File: src/rtl/sequential_alu.sv
// sequential_alu: multi-cycle ALU with a Start/Busy/Done handshake.
// Logic and add/sub finish in one edge, shifts/rotates step one bit per edge,
// and MUL is an iterative shift-add multiplier.
// Optional feature macro: SEQ_ALU_MUL_EN builds the multiplier for FunSel 13;
// without it FunSel 13 behaves like the reserved codes (PASS A).
module sequential_alu #(
  parameter int WIDTH = 16,
  parameter int SH_W  = $clog2(WIDTH)
) (
  input  logic             Clock,
  input  logic             Reset,
  input  logic             Start,
  input  logic [3:0]       FunSel,
  input  logic [WIDTH-1:0] A,
  input  logic [WIDTH-1:0] B,
  input  logic             WF,
  output logic             Busy,
  output logic             Done,
  output logic [WIDTH-1:0] ALUOut,
  output logic [3:0]       FlagsOut
);

  localparam logic [3:0] OP_PASS  = 4'd0;
  localparam logic [3:0] OP_ADD   = 4'd1;
  localparam logic [3:0] OP_ADC   = 4'd2;
  localparam logic [3:0] OP_SUB   = 4'd3;
  localparam logic [3:0] OP_AND   = 4'd4;
  localparam logic [3:0] OP_OR    = 4'd5;
  localparam logic [3:0] OP_XOR   = 4'd6;
  localparam logic [3:0] OP_NAND  = 4'd7;
  localparam logic [3:0] OP_LSL   = 4'd8;
  localparam logic [3:0] OP_LSR   = 4'd9;
  localparam logic [3:0] OP_ASR   = 4'd10;
  localparam logic [3:0] OP_ROL   = 4'd11;
  localparam logic [3:0] OP_ROR   = 4'd12;
  localparam logic [3:0] OP_MUL   = 4'd13;
  localparam logic [3:0] OP_RSV14 = 4'd14;
  localparam logic [3:0] OP_RSV15 = 4'd15;

  typedef enum logic {IDLE, EXEC} state_t;

  state_t state, nextState;

  logic [3:0]       opReg;
  logic [WIDTH-1:0] aReg, bReg;
  logic             wfReg, cinReg, zeroShift;
  logic [SH_W-1:0]  count, startCount;
  logic [SH_W-1:0]  shAmt;
  logic [WIDTH-1:0] shiftReg, shiftNext;
  logic             shiftOut;
  logic             finish;
  logic [WIDTH:0]   sumExt;
  logic [WIDTH-1:0] result;
  logic             flagZ, flagC, flagN, flagO;

  assign shAmt  = B[SH_W-1:0];
  assign Busy   = (state == EXEC);
  // ADC uses the carry captured at Start; FlagsOut cannot change while busy anyway.
  assign sumExt = {1'b0, aReg} + {1'b0, bReg} + {{WIDTH{1'b0}}, (opReg == OP_ADC) & cinReg};

`ifdef SEQ_ALU_MUL_EN
  // {high half, multiplier}; each step conditionally adds A into the high half and shifts right.
  logic [2*WIDTH-1:0] prodReg, prodNext;
  logic [WIDTH:0]     prodHi;

  // One shift-add multiplier step from the current accumulator.
  always_comb begin
    prodHi   = {1'b0, prodReg[2*WIDTH-1:WIDTH]} + (prodReg[0] ? {1'b0, aReg} : '0);
    prodNext = {prodHi, prodReg[WIDTH-1:1]};
  end

  // Accumulator is seeded with B at Start and stepped every busy edge.
  always_ff @(posedge Clock or negedge Reset) begin
    if (!Reset)
      prodReg <= '0;
    else if (state == IDLE && Start)
      prodReg <= {{WIDTH{1'b0}}, B};
    else if (state == EXEC)
      prodReg <= prodNext;
  end
`endif

  // State register for the IDLE/EXEC controller.
  always_ff @(posedge Clock or negedge Reset) begin
    if (!Reset)
      state <= IDLE;
    else
      state <= nextState;
  end

  // Next-state logic: leave EXEC on the edge where the countdown reaches zero.
  always_comb begin
    nextState = state;
    finish    = 1'b0;
    case (state)
      IDLE: if (Start) nextState = EXEC;
      EXEC: begin
        if (count == '0) begin
          nextState = IDLE;
          finish    = 1'b1;
        end
      end
      default: nextState = IDLE;
    endcase
  end

  // Remaining busy edges after the first, chosen from the op being accepted.
  always_comb begin
    startCount = '0;
    case (FunSel)
      OP_LSL, OP_LSR, OP_ASR, OP_ROL, OP_ROR:
        if (shAmt != '0) startCount = shAmt - SH_W'(1);
`ifdef SEQ_ALU_MUL_EN
      OP_MUL: startCount = SH_W'(WIDTH - 1);
`endif
      default: startCount = '0;
    endcase
  end

  // One-bit shift/rotate step and the bit that falls out of it.
  always_comb begin
    shiftNext = shiftReg;
    shiftOut  = 1'b0;
    case (opReg)
      OP_LSL: begin shiftNext = {shiftReg[WIDTH-2:0], 1'b0};            shiftOut = shiftReg[WIDTH-1]; end
      OP_LSR: begin shiftNext = {1'b0, shiftReg[WIDTH-1:1]};            shiftOut = shiftReg[0];       end
      OP_ASR: begin shiftNext = {shiftReg[WIDTH-1], shiftReg[WIDTH-1:1]}; shiftOut = shiftReg[0];     end
      OP_ROL: begin shiftNext = {shiftReg[WIDTH-2:0], shiftReg[WIDTH-1]}; shiftOut = shiftReg[WIDTH-1]; end
      OP_ROR: begin shiftNext = {shiftReg[0], shiftReg[WIDTH-1:1]};     shiftOut = shiftReg[0];       end
      default: begin shiftNext = shiftReg; shiftOut = 1'b0; end
    endcase
  end

  // Final result and flag values, consumed only on the finishing edge.
  always_comb begin
    result = aReg;
    flagC  = FlagsOut[2];
    flagO  = FlagsOut[0];
    flagN  = 1'b0;
    case (opReg)
      OP_PASS: result = aReg;
      OP_ADD, OP_ADC: begin
        result = sumExt[WIDTH-1:0];
        flagC  = sumExt[WIDTH];
        flagO  = (aReg[WIDTH-1] == bReg[WIDTH-1]) && (sumExt[WIDTH-1] != aReg[WIDTH-1]);
      end
      OP_SUB: begin
        result = aReg - bReg;
        flagC  = (aReg >= bReg);
        flagO  = (aReg[WIDTH-1] != bReg[WIDTH-1]) && (result[WIDTH-1] == bReg[WIDTH-1]);
      end
      OP_AND:  result = aReg & bReg;
      OP_OR:   result = aReg | bReg;
      OP_XOR:  result = aReg ^ bReg;
      OP_NAND: result = ~(aReg & bReg);
      OP_LSL, OP_LSR, OP_ASR, OP_ROL, OP_ROR: begin
        result = zeroShift ? shiftReg : shiftNext;
        flagC  = zeroShift ? FlagsOut[2] : shiftOut;
      end
`ifdef SEQ_ALU_MUL_EN
      OP_MUL: begin
        result = prodNext[WIDTH-1:0];
        flagO  = |prodNext[2*WIDTH-1:WIDTH];
      end
`else
      OP_MUL: result = aReg;
`endif
      OP_RSV14, OP_RSV15: result = aReg;
      default: result = aReg;
    endcase
    flagZ = (result == '0);
    flagN = (opReg == OP_ASR) ? FlagsOut[1] : result[WIDTH-1];
  end

  // Operand capture at Start, countdown while busy, and result/flag write-back at Done.
  always_ff @(posedge Clock or negedge Reset) begin
    if (!Reset) begin
      opReg     <= '0;
      aReg      <= '0;
      bReg      <= '0;
      wfReg     <= 1'b0;
      cinReg    <= 1'b0;
      zeroShift <= 1'b0;
      count     <= '0;
      shiftReg  <= '0;
      Done      <= 1'b0;
      ALUOut    <= '0;
      FlagsOut  <= '0;
    end else begin
      Done <= 1'b0;
      if (state == IDLE && Start) begin
        opReg     <= FunSel;
        aReg      <= A;
        bReg      <= B;
        wfReg     <= WF;
        cinReg    <= FlagsOut[2];
        zeroShift <= (shAmt == '0);
        count     <= startCount;
        shiftReg  <= A;
      end else if (state == EXEC) begin
        shiftReg <= shiftNext;
        if (finish) begin
          count  <= '0;
          Done   <= 1'b1;
          ALUOut <= result;
          if (wfReg)
            FlagsOut <= {flagZ, flagC, flagN, flagO};
        end else begin
          count <= count - SH_W'(1);
        end
      end
    end
  end

endmodule

File: config.mk
export PLATFORM = sky130hd
export DESIGN_NAME = sequential_alu
export DESIGN_NICKNAME = d
export VERILOG_FILES = /design/src/rtl/sequential_alu.sv
export SDC_FILE = /design/constraint.sdc
export NUM_CORES = 1
export LEC_CHECK = 0
export CORE_AREA = 2 2 185 96
export DETAILED_ROUTE_END_ITERATION = 8
export DIE_AREA = 0 0 187 98
export GPL_TIMING_DRIVEN = 0
export PLACE_DENSITY = 0.66
export SYNTH_ARGS = -nofsm -noshare
export SYNTH_HDL_FRONTEND = slang
export SYNTH_SLANG_ARGS = --single-unit
export TNS_END_PERCENT = 10
File: constraint.sdc
create_clock -name Clock -period 3.6 [get_ports Clock]
set_clock_uncertainty 0.2 [all_clocks]
set_input_delay 0.54 -clock Clock [delete_from_list [all_inputs] [get_ports Clock]]
set_output_delay 0.54 -clock Clock [all_outputs]
set_load 0.02 [all_outputs]
Yosys cells after proc, flatten, opt, wreduce, memory -nomap -nowiden:

Cells that the tools add are included.

* divide/modulo/power cells: 0
* reductions and logical operators: 22
* bitwise operators: 8
* eq/ne operators: 25
* add/sub/neg operators: 5
* shift operators: 0
* order comparisons: 1
* multipliers: 0
* mux-type cells: 22

Operators with widths (count)
* 16-bit case mux with 8 select lines: 1
* 16-bit case mux with 5 select lines: 1
* 4-bit == test, second input constant: 13
* 16-bit 2-to-1 mux: 3
* 4-bit 2-to-1 mux: 5
* 16-bit by 16-bit adder with 17-bit output: 1
* 17-bit by 1-bit adder with 17-bit output: 1
* 16-bit bitwise AND: 1
* 4-bit by 3-bit == test with 1-bit output, second input constant: 4
* 16-bit >= comparator: 1
* 16-bit zero test: 1
* 16-bit NOT: 1
* 16-bit bitwise OR: 1
* 16-bit subtractor: 1
* 16-bit bitwise XOR: 1
* 4-bit zero test: 3
* 5-bit AND reduction: 2
* 5-bit OR reduction: 2
* 4-bit by 2-bit == test with 1-bit output, second input constant: 2
* 1-bit 2-to-1 mux: 8
* 4-bit by 1-bit subtractor with 4-bit output, second input constant: 2
* 1-bit case mux with 2 select lines: 3
* 6-bit AND reduction: 1
* 4-bit by 1-bit == test with 1-bit output, second input constant: 1
* other kinds (15): 23

* bits of input ports: 40
* word-level logic and storage cells: 98
* memories: 0
* bits in read-only memories: 0
* output and inout bits: 22
* bits in writable memories: 0
* latch bits: 0
* bits in registers: 81

Longest topological paths before layout:

Gate-level depths: netlist of the first run.

* depth after elaboration: 6
* depth in mapped cells: 15
* depth with buffers taken out: 13

Worst setup path after synthesis of the first run:

OpenSTA, ideal clock, no wires.

* path type: flip-flop to flip-flop
* from: register opReg[0]
* to: register FlagsOut[3]
* data arrival time: 3.471 ns
* period minus slack after synthesis: 3.763 ns
* path buffers: 2
* setup slack: -0.163 ns
* required time: 3.308 ns
* cell stages (with the launch flop): 16
* library setup time: 0.092 ns
* cells stage by stage: dfrtp_1 > buf_6 > buf_6 > nor2b_1 > nand3_1 > fa_1 > fa_1 > nor2b_1 > o31a_1 > o21ai_0 > a31oi_1 > or4_1 > o311a_1 > o21ai_1 > or4_1 > o31ai_2

* word-level cells in the longest chain between the ends: 5
* elaborated cells between the ends (all ways): 25
* classes of those cells: add/sub: 1; eq/ne: 15; mux: 3; bitwise: 1; reduce/logical: 5

RTL lines
* start, declared: RTL line 44 `logic [3:0] opReg;`
* start signal, assigned: RTL line 192 `opReg <= FunSel;`
* 4-bit by 2-bit == test with 1-bit output or 4-bit == test (tied branches): RTL line 59, 140, 124
* 1-bit bitwise AND or 16-bit case mux with 5 select lines (tied branches): RTL line 59, 124
* 17-bit by 1-bit adder with 17-bit output or 16-bit 2-to-1 mux (tied branches): RTL line 59, 157
* 16-bit case mux with 8 select lines (*): RTL line 140 `case (opReg)`
* 16-bit zero test (*): RTL line 171 `flagZ = (result == '0);`
* end signal, assigned: RTL line 207 `FlagsOut <= {flagZ, flagC, flagN, flagO};`
* end, declared: RTL line 20 `output logic [3:0] FlagsOut`

Mark *: on every way between the ends. The rest lies on a longest branch, timed or not.
A chain may end at the register's enable or synchronous reset.

Worst setup path in the final report of the first run:

Same ends and word-level chain as after synthesis.

==> results of run 1 <==
==> logic make-up (layout without fill, tap and decap cells) <==
group	Yosys count	count (layout)
muxes	33	33
buffers and inverters	129	214
DFF	81	81
and+or+nand+nor	314	314
xor gates and xnor gates	8	8
adders and majority gates	55	55
AOI/OAI and AO/OA	325	325
==> metrics by stage <==
| step | utilization | setup slack, ns | hold WS [ns] | cell area [um2] |
|---|---|---|---|---|
| 2_1_floorplan | - | 0.0183 | 0.0444 | 7440 |
| 3_3_place_gp | 0.493 | -1.50 | 0.261 | 8330 |
| 3_5_place_dp | 0.495 | -0.819 | 0.267 | 8370 |
| 6_report | 0.528 | -0.572 | 0.289 | 8910 |
| 4_1_cts | 0.522 | -0.498 | 0.293 | 8810 |
| 5_1_grt | 0.528 | -0.663 | 0.335 | 8910 |
==> final cells by class <==
type,count,area share
plain buffers,68,0.0355
well taps,234,0.0329
repair buffers,69,0.0775
clock buffers,9,0.0253
multi-input cells,735,0.569
flip-flops and latches,81,0.227
inverters,61,0.0257
clock inverters,7,0.00660
==> worst min path at each step <==
stage | start | endpoint | slack, ns | cells after the start
after global placement | wfReg | wfReg | 0.26 | 2
after floorplan | Reset | ALUOut[0] | 0.04 | 0
after CTS | ALUOut[1] | ALUOut[1] | 0.29 | 2
after detailed placement | Reset | bReg[7] | 0.27 | 1
after global routing | ALUOut[9] | ALUOut[9] | 0.34 | 2
final | ALUOut[1] | ALUOut[1] | 0.29 | 2
==> sequential cells by signal, indices dropped and copies added, names as in the netlist <==
| signal | cells |
|---|---|
| ALUOut | 16 |
| Busy | 1 |
| Done | 1 |
| FlagsOut | 4 |
| aReg | 16 |
| bReg | 16 |
| cinReg | 1 |
| count | 4 |
| opReg | 4 |
| shiftReg | 16 |
| wfReg | 1 |
| zeroShift | 1 |
==> routing by layer <==
metal	global-route usage	routed length, um	share of wire
met1	0.529	14800	0.46
met2	0.426	11300	0.35
met3	0.174	5340	0.17
met4	0.0580	531	0.017
met5	0	12	0.00038
==> worst max-delay path, delay by kind of cell, from the launching register on <==
family	cells	cell delay, ns
simple gates	6	1.28
compound gates	4	0.82
fa+ha+maj	2	0.80
flops	1	0.40
buf+inv	2	0.33
mux	1	0.23
==> layout by cell type, fill, tap and decap left out, drive strengths merged, types with 6 or more instances in the layout <==
cell / Yosys / layout
a211oi: 22 / 22
a21oi: 49 / 49
a221oi: 9 / 9
a22oi: 7 / 7
a31oi: 9 / 9
a32oi: 6 / 6
and2: 9 / 9
buf: 30 / 37
clkbuf: 38 / 48
clkdlybuf4s50: 0 / 59
dfrtp: 81 / 81
ha: 51 / 51
inv: 60 / 65
mux2: 15 / 15
mux2i: 18 / 18
nand2: 121 / 121
nand2b: 10 / 10
nand3: 11 / 11
nand4: 6 / 6
nor2: 60 / 60
nor2b: 30 / 30
nor3: 16 / 16
nor3b: 8 / 8
nor4: 9 / 9
o2111ai: 6 / 6
o211ai: 19 / 19
o21ai: 109 / 109
o21bai: 6 / 6
o221ai: 10 / 10
o22ai: 13 / 13
o31ai: 7 / 7
or3: 7 / 7
or4: 6 / 6
xnor2: 7 / 7
==> timing repair <==
item                                    4_1_cts  5_1_grt
pin swaps                                     6        7
endpoints found under the setup margin       12       13
gates resized for setup                      27       19
endpoints found under the hold margin        21        0
hold buffers                                  1        0
setup buffers                                 3        3
==> results.ini, run 1 <==
[outcome]
status = complete, but fails checks
violations = negative setup slack

[setup_path]
cp_max_fo = 10
worstPathRequired_ns = 3.68
r2r_slack_ns = -0.57
r2r-end = FlagsOut[3]
cp-endpoint = FlagsOut[3]
path_class = reg -> reg
worstReg2RegStart = opReg[0]
end_kind = register
arrival_ns = 4.25
critical-path-max-stage-delay_ns = 0.42
start_kind = register
r2r_cells = 15
crit_path_top_delay_cell = or4_1
path_cells = buf_6, buf_6, nor2b_4, nand3_2, fa_2, fa_2, nor2b_4, o31a_1, o21ai_2, nand2_1, mux2i_1, o2111ai_2, or3_1, or4_1, o31ai_2
cp-startpoint = opReg[0]

[grt]
grt_remaining_overflow = 0
grt_pass1_wl_um = 47600
grt_max_degree = 61
grt_use_total = 0.347
grt_pass1_vias = 7388
antenna_found_initial = 1

[detailed_routing]
drt-initial-drc-count = 932
via_per_inst = 6.40
vias = 8089
dr.pass1.iters = 6
routed_wl_um = 31900
ant_nets = 0
post-route-drc-count = 0
avgRoutedWirePerCell_um = 25.2

[clocking]
cts-root-buf = clkbuf_16
clk_path_buf_depth = 2
clock_latency_ns = 0.37
clock-sinks = 81
path_clk_slew_ns = 0.07
cts_tree = done
htree_levels = 3
cts_inserted_buffers = 9

[sta]
rsz0062_at_grt = yes
period_needed_ns = 4.17
final.setup.tns_ns = -1.22
hold_viol_final = 0
setup_viol = 5
finalCritPeriodShare = 1.16
slew_headroom = 0.337
worst_pin_slew_ns = 0.991
maxSlewViolCount = 0
fmax_mhz = 240
worst_slack_ns = -0.572

[logic_synthesis]
yosysTopAreaCellShare = 0.273
ys_types = 83
syn_inst = 945
syn_area_per_cell_um2 = 7.86
synthMuxAreaShare = 0.0470
synth_simple_gate_area_frac = 0.208
synth_compound_area_frac = 0.292
yosysMostFrequentCell = nand2_1
yosys.area.top_type = dfrtp_1
ys_seq_area_frac = 0.273
synth.ff_latch_count = 81
synthTopCellsByArea = dfrtp_1 27%, ha_1 8.6%, o21ai_0 7.2%
async_flop_share = 1.00
synth_top_family_by_area = compound AO/OA/AOI/OAI gates
synth_xor_area_frac = 0.0120
synth_edf_count = 0
synthAdderAreaFrac = 0.0954
synth_flop_cell = dfrtp_1
syn_area_um2 = 7420
syn-num-nets = 1039
synth_warnings = 0
synth_common_cells = 121 x nand2_1, 107 x o21ai_0, 81 x dfrtp_1

[place]
hpwl_um = 24000
port_buffers = 60
place_inst = 1241
gp_congestion = 1.02

[finish]
seq_area_um2 = 2030
drive_gt1_frac = 0.109
multi_input_area_um2 = 5070
area_delta_synth_final_pct = 20.0
fillCellCount = 1683
nets = 1119
final_cells = 1264
diodes = 0

[job]
cap_violations = 0

[floorplanning]
pin_count = 62
die_area_um2 = 18300
start_util = 0.440
fp.dieH_um = 98
core_area_um2 = 16900
rows = 34
fp.dieW_um = 187

[hold_path]
min_path_type = reg -> reg

Power of run 1 is not shown: default switching activity piles up to over one toggle a cycle in this logic, so the estimate is an artifact.
==> run 2, diff against run 1 <==
Settings changed: ABC_CLOCK_PERIOD_IN_PS set to 3600.
==> results of run 2 <==
The final DEF is identical to that of run 1; final timing and power are the same.
Power of run 2 is left out for the same reason.
